$ cat src/rtl/filter_ctrl.sv
// Sequencer for a time-multiplexed FIR: circular sample buffer in external RAM,
// one shared MAC over all taps. Define FILTER_SAT_EN for a saturating accumulator.
module filter_ctrl #(
   parameter int TAPS = 16,
   parameter int AW   = 4,
   parameter int DW   = 16
) (
   input  logic                 clk,
   input  logic                 rst,
   input  logic                 in_valid,
   input  logic [DW-1:0]        in_data,
   output logic                 in_ready,
   output logic                 smp_we,
   output logic [AW-1:0]        smp_waddr,
   output logic [DW-1:0]        smp_wdata,
   output logic [AW-1:0]        smp_raddr,
   input  logic [DW-1:0]        smp_rdata,
   output logic [AW-1:0]        coef_addr,
   input  logic [DW-1:0]        coef_data,
   output logic [31:0]          y,
   output logic                 y_valid,
   input  logic                 y_ready
);

   // state | meaning
   // CLR   | zero the sample RAM, one address per cycle
   // IDLE  | ready for a sample; write it and start a pass
   // MAC   | issue TAPS reads, then drain the last product
   // OUT   | hold result until consumer accepts
   typedef enum logic [1:0] {S_CLR, S_IDLE, S_MAC, S_OUT} state_t;

   localparam logic [AW:0]   K_END   = (AW+1)'(TAPS);
   localparam logic [AW-1:0] CLR_END = AW'(TAPS-1);

   state_t            state, state_nxt;
   logic [AW-1:0]     clr_cnt;
   logic [AW-1:0]     wptr;
   logic [AW-1:0]     base;
   logic [AW:0]       k;
   logic              prod_vld;
   logic [31:0]       acc;
   logic [31:0]       acc_sum;
   logic [31:0]       y_reg;
   logic              hs;
   logic              mac_issue;
   logic              mac_done;

   logic signed [2*DW-1:0] prod;
   logic signed [31:0]     prod_ext;

   assign hs        = (state == S_IDLE) && in_valid;
   assign mac_issue = (state == S_MAC) && (k != K_END);
   assign mac_done  = (state == S_MAC) && (k == K_END);

   assign prod     = $signed(smp_rdata) * $signed(coef_data);
   assign prod_ext = 32'(prod);

`ifdef FILTER_SAT_EN
   logic [32:0] sum_wide;

   always_comb begin
      sum_wide = {acc[31], acc} + {prod_ext[31], prod_ext};
      acc_sum  = sum_wide[31:0];
      // Sign bits disagree only when the 32-bit result left the representable range.
      if (sum_wide[32] != sum_wide[31])
         acc_sum = sum_wide[32] ? 32'h8000_0000 : 32'h7FFF_FFFF;
   end
`else
   always_comb begin
      acc_sum = acc + prod_ext;
   end
`endif

   always_ff @(posedge clk or posedge rst) begin
      if (rst) begin
         state    <= S_CLR;
         clr_cnt  <= '0;
         wptr     <= '0;
         base     <= '0;
         k        <= '0;
         prod_vld <= 1'b0;
         acc      <= '0;
         y_reg    <= '0;
      end else begin
         state    <= state_nxt;
         prod_vld <= mac_issue;
         if (state == S_CLR)
            clr_cnt <= clr_cnt + 1'b1;
         if (hs) begin
            base <= wptr;
            wptr <= wptr + 1'b1;
            acc  <= '0;
            k    <= '0;
         end else begin
            if (prod_vld)
               acc <= acc_sum;
            if (mac_issue)
               k <= k + 1'b1;
         end
         // The final product arrives in the drain cycle, so fold it in directly.
         if (mac_done)
            y_reg <= acc_sum;
      end
   end

   always_comb begin
      state_nxt = state;
      case (state)
         S_CLR:  if (clr_cnt == CLR_END) state_nxt = S_IDLE;
         S_IDLE: if (hs)                 state_nxt = S_MAC;
         S_MAC:  if (mac_done)           state_nxt = S_OUT;
         S_OUT:  if (y_ready)            state_nxt = S_IDLE;
         default:                        state_nxt = S_CLR;
      endcase
   end

   always_comb begin
      in_ready  = (state == S_IDLE);
      // Gate with rst so the clear sweep does not write while reset is held.
      smp_we    = ((state == S_CLR) && !rst) || hs;
      smp_waddr = (state == S_CLR) ? clr_cnt : wptr;
      smp_wdata = (state == S_IDLE) ? in_data : '0;
      smp_raddr = '0;
      coef_addr = '0;
      if (state == S_MAC) begin
         smp_raddr = base - k[AW-1:0];
         coef_addr = k[AW-1:0];
      end
      y       = y_reg;
      y_valid = (state == S_OUT);
   end

endmodule

$ cat config.mk
export PLATFORM = sky130hd
export DESIGN_NAME = filter_ctrl
export DESIGN_NICKNAME = d
export VERILOG_FILES = /design/src/rtl/filter_ctrl.sv
export SDC_FILE = /design/constraint.sdc
export NUM_CORES = 1
export LEC_CHECK = 0
export CAP_MARGIN = 20
export CORE_MARGIN = 4
export CORE_UTILIZATION = 50
export DETAILED_ROUTE_END_ITERATION = 7
export PLACE_DENSITY = 0.76
export SYNTH_ARGS = -nofsm -noshare
export SYNTH_HDL_FRONTEND = slang
export SYNTH_SLANG_ARGS = --single-unit
$ cat constraint.sdc
create_clock -name clk -period 11.31 [get_ports clk]
set_clock_uncertainty 0.15 [all_clocks]
set_input_delay 1.6965 -clock clk [delete_from_list [all_inputs] [get_ports clk]]
set_output_delay 1.6965 -clock clk [all_outputs]
set_load 0.02 [all_outputs]
==> metrics list, run 1 <==
- Final clock period utilization by the worst path: 0.727
- Number of antenna diodes: 0
- Pre-CTS setup slack: 2.73 ns
- Worst hold path depth: 2
* Final Instance Area: 16400 um^2
- Maximum clock frequency: 122 MHz
- Final Hold Viols: 0
* Main synth FF type: sky130_fd_sc_hd__dfrtp_1
- Hold buffer count at CTS: 0
- STA classifies the critical path startpoint as an input port.
- After clock tree synthesis, the setup repair step added 0 buffers.
* Wire length of the first global-routing pass: 58100 um
- WS Path Type: in -> reg
- Worst rel slew slack: 0.350
- Setup tns final: 0 ns
* Area of the core: 28900 um^2
* Global routing usage summed across all routing layers: 0.224
* Setup repair after global routing missed its margin: false
- The flow ran to the end, and the final reports show no timing, DRC or antenna violations.
* Critical-path top delay cell: sky130_fd_sc_hd__fa_1
- For the pin with the worst max-slew slack, the measured transition is 0.975 ns.
* Growth of design area from synthesis to finish: 11.9%
- The tree is rooted in a sky130_fd_sc_hd__clkbuf_16.
- Yosys mapped the design onto 57 distinct sky130hd cell types.
* Slack of the critical path: 3.08 ns
- The share of synthesized area in the top cell type comes to 0.400.
* Max-cap violations: 0
- The routed layout has 10.4k vias.
* Largest stage delay, worst path: 0.72 ns
- The cell that appears most often on the critical path is sky130_fd_sc_hd__fa_1.
- Total CTS buffers: 9
- Along the worst path, the maximum fanout reaches 16.
- Leading post-synthesis cells by cell area: sky130_fd_sc_hd__fa_1, sky130_fd_sc_hd__dfrtp_1, sky130_fd_sc_hd__ha_1
- The number of max-slew violations in the final report is 0.
- Share of flip-flops with an asynchronous set or reset after synthesis: 1.00
* Critical-path cell list: clkdlybuf4s50_1 -> nand2_1 -> inv_1 -> fa_1 -> inv_1 -> fa_1 -> inv_1 -> fa_1 -> fa_1 -> fa_1 -> inv_1 -> fa_1 -> inv_1 -> ha_1 -> a21o_1 -> a31o_2 -> a221oi_2 -> nor3_1 -> a2111oi_4 -> a211o_1 -> nand3_1
- Synthesized cell area: 14700 um^2
* Largest net degree at the start of global routing: 53
- For the worst setup path, the data required time is 11.39 ns.
- The number of antenna violations at the first check in global routing came to 0.
* Top post-synthesis cells by count: sky130_fd_sc_hd__inv_1, sky130_fd_sc_hd__fa_1, sky130_fd_sc_hd__nand2_1
- Port buffer count: 114
- Fraction of final layout cells with drive strength greater than 1: 0.0276
- For this run, design rule violations remaining after detail routing come to 0.
* Synthesized net count: 2009
- TritonCTS sink count: 84
- The Yosys step of the flow raised 0 warnings.
* Synthesized flop and latch total: 84
* I/O pin count: 115
* Final routed wirelength across all metal layers: 33600 um
- Synthesis handed over a netlist of 1554 instances.
* Count of flip-flops with a built-in enable after synthesis: 0
- Most area-hungry cell type in the Yosys netlist: sky130_fd_sc_hd__fa_1
* Remaining global-route overflow: 0
- In the post-synthesis netlist, the cell with the most instances is sky130_fd_sc_hd__inv_1.
- Once layout is complete, the utilization of the core stands at 0.569.
- H-tree depth: 3
- STA classifies the critical path endpoint as a register.
- Total placed instance area: 16100 um^2
* Final setup violating endpoints: 0
- In this run the horizontal extent of the chip is 179 um.
* Worst R2R Setup Slack: 6.07 ns
* Shortest period the worst path allows: 8.23 ns
* Worst skew pair latency: 0.34 ns
* Number of iterations in the first detailed-routing pass: 5
- The number of cells on the worst reg-to-reg path is 17.
- The min-delay analysis places its worst path in the category reg -> reg.
- Post-synthesis sequential area ratio: 0.143
- The average instance in the mapped netlist occupies 9.44 um^2.
- Once the clock tree was built, the resizer swapped 0 gates to a different size.
* Die Area: 32200 um^2
- Number of vias per cell: 5.17
- Dividing the detail-routed wire length by the instance count gives 16.7 um.
* Register clock-pin slew on the reported worst setup and hold paths: 0.07 ns
- The final layout contains 2082 nets.
* Number of global-route vias before repair: 11.4k
- Worst-case clock buffer depth: 2
- The count of nets left with antenna violations once routing finished came out at 0.
* Number of standard-cell rows in the floorplan: 62
* Detailed Route Iter0 Violations: 533
* Placer Congestion: 0.870
* CP arrival: 8.30 ns
* Die Y-Extent: 179 um
- Starting Density: 0.508
- Once detailed placement completed, the half-perimeter wirelength came to 28200 um.
- TritonCTS built the clock tree.
==> routing by layer <==
metal,routed length [um],global-route usage,vias to the layer above
li1,-,-,4822
met5,0,0,-
met1,15300,0.330,5238
met2,15600,0.354,336
met3,2420,0.0462,31
met4,342,0.0359,0
==> worst paths after layout <==
path	start	end
worst max-delay path	coef_data[1]	y[31]$_DFFE_PP0P_
max in group asynchronous	rst	prod_vld$_DFF_PP0_
worst min-delay path	y[2]$_DFFE_PP0P_	y[2]$_DFFE_PP0P_
worst max register to register	acc[15]$_DFFE_PP0P_	y[31]$_DFFE_PP0P_
min in group asynchronous	rst	y[4]$_DFFE_PP0P_
worst min register to register	y[2]$_DFFE_PP0P_	y[2]$_DFFE_PP0P_
==> worst max-delay path: cells and delay by family <==
family | cells | cell delay (ns)
adders and majority gates | 7 | 3.59
buffers and inverters | 6 | 1.26
and+or+nand+nor | 3 | 0.48
AOI/OAI and AO/OA | 5 | 1.25
==> final cells by class <==
| class | instances | area (um^2) |
|---|---|---|
| clock inverter | 7 | 78.8 |
| timing repair buffer | 118 | 1170 |
| clock buffer | 9 | 225 |
| multi-input combinational | 1084 | 11100 |
| sequential | 84 | 2100 |
| fill | 2487 | 12400 |
| inverter | 330 | 1240 |
| tap | 384 | 480 |
==> kinds of logic (layout without fill, tap and decap cells) <==
family / count (synthesis) / after routing / share of synthesized area
buf+inv: 386 / 464 / 0.0989
mux: 22 / 22 / 0.0156
flops: 84 / 84 / 0.143
xor+xnor: 48 / 48 / 0.0287
fa+ha+maj: 403 / 403 / 0.494
simple gates: 481 / 481 / 0.160
compound gates: 130 / 130 / 0.0604
==> layout by cell type (no fill, tap or decap), types with 2 or more instances in the layout <==
| cell type | Yosys | final |
|---|---|---|
| sky130_fd_sc_hd__a211o_1 | 6 | 6 |
| sky130_fd_sc_hd__a211oi_1 | 7 | 7 |
| sky130_fd_sc_hd__a21o_1 | 10 | 10 |
| sky130_fd_sc_hd__a21oi_1 | 27 | 27 |
| sky130_fd_sc_hd__a21oi_2 | 3 | 3 |
| sky130_fd_sc_hd__a31oi_1 | 4 | 4 |
| sky130_fd_sc_hd__and2_1 | 149 | 149 |
| sky130_fd_sc_hd__and3_1 | 2 | 2 |
| sky130_fd_sc_hd__and3b_1 | 2 | 2 |
| sky130_fd_sc_hd__and4b_1 | 2 | 2 |
| sky130_fd_sc_hd__buf_4 | 0 | 4 |
| sky130_fd_sc_hd__clkbuf_16 | 0 | 9 |
| sky130_fd_sc_hd__clkdlybuf4s50_1 | 0 | 114 |
| sky130_fd_sc_hd__dfrtp_1 | 84 | 83 |
| sky130_fd_sc_hd__fa_1 | 293 | 293 |
| sky130_fd_sc_hd__ha_1 | 110 | 110 |
| sky130_fd_sc_hd__inv_1 | 330 | 329 |
| sky130_fd_sc_hd__inv_8 | 0 | 4 |
| sky130_fd_sc_hd__mux2_2 | 7 | 7 |
| sky130_fd_sc_hd__mux2i_1 | 15 | 15 |
| sky130_fd_sc_hd__nand2_1 | 214 | 214 |
| sky130_fd_sc_hd__nand2b_1 | 9 | 9 |
| sky130_fd_sc_hd__nand3_1 | 8 | 8 |
| sky130_fd_sc_hd__nand3b_1 | 7 | 7 |
| sky130_fd_sc_hd__nand4_1 | 8 | 8 |
| sky130_fd_sc_hd__nor2_1 | 59 | 59 |
| sky130_fd_sc_hd__nor2b_1 | 5 | 5 |
| sky130_fd_sc_hd__nor3_1 | 10 | 10 |
| sky130_fd_sc_hd__o2111a_1 | 2 | 2 |
| sky130_fd_sc_hd__o211ai_1 | 2 | 2 |
| sky130_fd_sc_hd__o211ai_2 | 2 | 2 |
| sky130_fd_sc_hd__o21a_1 | 6 | 6 |
| sky130_fd_sc_hd__o21ai_0 | 36 | 36 |
| sky130_fd_sc_hd__o21ai_1 | 7 | 7 |
| sky130_fd_sc_hd__o21bai_1 | 3 | 3 |
| sky130_fd_sc_hd__o31ai_1 | 2 | 2 |
| sky130_fd_sc_hd__xnor2_1 | 32 | 32 |
| sky130_fd_sc_hd__xor2_1 | 16 | 16 |
==> metrics by stage <==
| stage | cells | hold slack [ns] |
|---|---|---|
| after floorplan | 1554 | 0.302 |
| after detailed placement | 2000 | 0.323 |
| after global placement | 2000 | 0.309 |
| final | 2016 | 0.334 |
| after CTS | 2016 | 0.340 |
| after global routing | 2016 | 0.365 |
Power of run 1 is left out: the tool's default activity adds up to more than one toggle a clock period on the data nets, which glitch-free logic cannot reach.
==> run 2: changes to the inputs <==
- clock period: 11.31 -> 7.8 ns (I/O delays scaled with it)
==> run 2 against run 1 <==
Against the previous run: first-iteration DRC count down 12%; global-route usage increased by 0.44 points; critical path depth decreased by 2; design area up 1.9%; die area stayed put; register-to-register slack worse by 3.4 ns; worst setup slack worse by 2.7 ns; sequential share of layout area is 0.23 points lower; critical path type unchanged; critical endpoint is now acc[31]$_DFFE_PP0P_.
==> metrics list, run 2 (synthesized netlist as in run 1, its figures left out) <==
- Area of the core: 28900 um^2
- Summing all multi-input logic gate instances after layout gives 11100 um^2.
- Fraction of final layout cells with drive strength greater than 1: 0.0514
* CP arrival: 7.52 ns
* Total CTS buffers: 9
- CP endpoint kind: register
- Dividing the detail-routed via count by the number of cells gives 5.12.
- After routing, the total negative slack on setup checks comes to 0 ns.
* Critical Path Start Type: input port
* Worst path most repeated cell: sky130_fd_sc_hd__fa_1
* Worst R2R Setup Slack: 2.64 ns
- Based on the critical path, the design can be clocked at up to 134 MHz.
* Terminating pin of the worst hold path: y[1]$_DFFE_PP0P_
- Setup repair after global routing missed its margin: false
* Number of buffers added for setup after CTS: 0
- Area occupied by registers: 2100 um^2
- Worst hold-check slack: 0.330 ns
- The tool flagged a number of max-cap violations equal to 0.
- Buffers inserted to repair hold after CTS numbered 0.
* Worst hold start: y[1]$_DFFE_PP0P_
- Tightest Hold Check Type: reg -> reg
- Measured along the y axis, the die boundary spans 179 um.
- The number of global-route vias before repair came to 11.6k.
* Slew at the pin closest to its max-slew limit: 0.983 ns
- Traced cell by cell, the critical path runs through clkdlybuf4s50_1 -> nand2_1 -> fa_1 -> fa_1 -> inv_1 -> fa_1 -> fa_1 -> fa_1 -> inv_1 -> fa_1 -> inv_1 -> ha_1 -> a21o_1 -> a31o_2 -> a221oi_2 -> nor3_1 -> a2111oi_4 -> a211o_1 -> nand3_1.
* Remaining global-route overflow: 0
- Global routing usage summed across all routing layers: 0.229
- Worst Path Required: 7.87 ns
* Reg2Reg Depth: 15
* Critical path depth in cells: 19
- Clock latency on the worst-skew pair, taken at its later pin, is 0.34 ns.
- The clock tree synthesis step divided the H-tree into 3 levels.
- The number of antenna violations at the first check in global routing was 0.
- The library cell used most frequently in the layout, excluding fill and tap cells, is sky130_fd_sc_hd__inv_1.
- Dividing the final minimum period by the clock period gives 0.954.
- Starting Density: 0.508
* Register clock-pin slew on the reported worst setup and hold paths: 0.07 ns
* Final Instance Area: 16700 um^2
* Total placed instance area: 16400 um^2
- CTS saw 84 sinks.
- Largest stage delay, worst path: 0.82 ns
* Worst path top cell family by delay: adder cells
- Half-perimeter wire length of the detailed placement result: 29700 um
- Among all stages on the critical path, the largest delay is contributed by sky130_fd_sc_hd__clkdlybuf4s50_1.
- Number of iterations in the first detailed-routing pass: 5
- After detailed routing, the average wire length per cell comes to 16.6 um.
* Buffers & Inverters on Critical Path: 4
* Clock Root Buffer: sky130_fd_sc_hd__clkbuf_16
- The worst setup path is of the in -> reg kind.
- Placer Congestion: 0.934
- The repair_antennas step left the layout with diodes totalling 0.
* Maximum fanout along the worst path: 15
- Detailed Route Iter0 Violations: 471
- Number of standard-cell rows in the floorplan: 62
* Die Area: 32200 um^2
- Worst hold path depth: 2
* Result of the run: complete, no violations
- Number of slew-limit violations in the final report: 0
* Cells resized by post-CTS repair: 0
- Growth of design area from synthesis to finish: 14.0%
- TritonCTS clock tree: done
- The routed layout has 10.5k vias.
* Antenna Nets Post-Route: 0
- Entering global routing, the biggest net connects 53 pins.
* Final setup violating endpoints: 0
- Final Hold Viols: 0
- From left edge to right edge, the die measures 179 um.
* Shortest period the worst path allows: 7.44 ns
* Worst r2r src: acc[13]$_DFFE_PP0P_
- Number of nets in the final layout: 2123
- In this run the critical register-to-register path is captured at acc[22]$_DFFE_PP0P_.
- Worst rel slew slack: 0.344
- Buffers placed on the I/O ports in this run total 114.
- I/O pin count: 115
- Fill cell count: 2449
* Commonest non-fill, non-tap cells in the layout: sky130_fd_sc_hd__inv_1, sky130_fd_sc_hd__fa_1, sky130_fd_sc_hd__nand2_1
- The longest clock path from root to sink contains 2 buffers.
- DRC violation count after routing: 0
- Wires add up to 34100 um.
- The first global-routing pass estimated 58800 um of wire.
## run 2: worst max path at each step
stage                 startpoint                  end
floorplan           coef_data[1]    y[31]$_DFFE_PP0P_
global placement    coef_data[4]    y[31]$_DFFE_PP0P_
detailed placement  coef_data[4]    y[31]$_DFFE_PP0P_
finish              coef_data[4]  acc[31]$_DFFE_PP0P_
global route        coef_data[4]  acc[31]$_DFFE_PP0P_
CTS                 coef_data[4]  acc[31]$_DFFE_PP0P_
## run 2: area by class of cell
type                       count  area share
multi-input combinational   1084       0.665
sequential                    84       0.126
timing repair buffer         159      0.0884
inverter                     330      0.0741
tap                          384      0.0287
clock buffer                   9      0.0135
clock inverter                 7     0.00456
## run 2: worst min-delay path, cell delays in order (launching register included)
cell,delay (ns)
sky130_fd_sc_hd__dfrtp_1,0.34
sky130_fd_sc_hd__nand2_1,0.05
sky130_fd_sc_hd__nand2_1,0.06
## run 2: metal layers
| metal | share of wire | track usage | vias to the layer above |
|---|---|---|---|
| met5 | 0 | 0 | - |
| met1 | 0.45 | 0.328 | 5303 |
| met2 | 0.47 | 0.373 | 306 |
| li1 | - | - | 4897 |
| met4 | 0.018 | 0.0495 | 0 |
| met3 | 0.061 | 0.0356 | 34 |
## run 2: stage by stage
step	setup WS (ns)	utilization	cells
after floorplan	0.771	-	1554
after global placement	0.129	0.569	2041
after detailed placement	0.0284	0.569	2041
after CTS	0.364	0.580	2057
after global routing	0.0128	0.580	2057
final	0.356	0.580	2057
Power of run 2 is left out for the same reason.
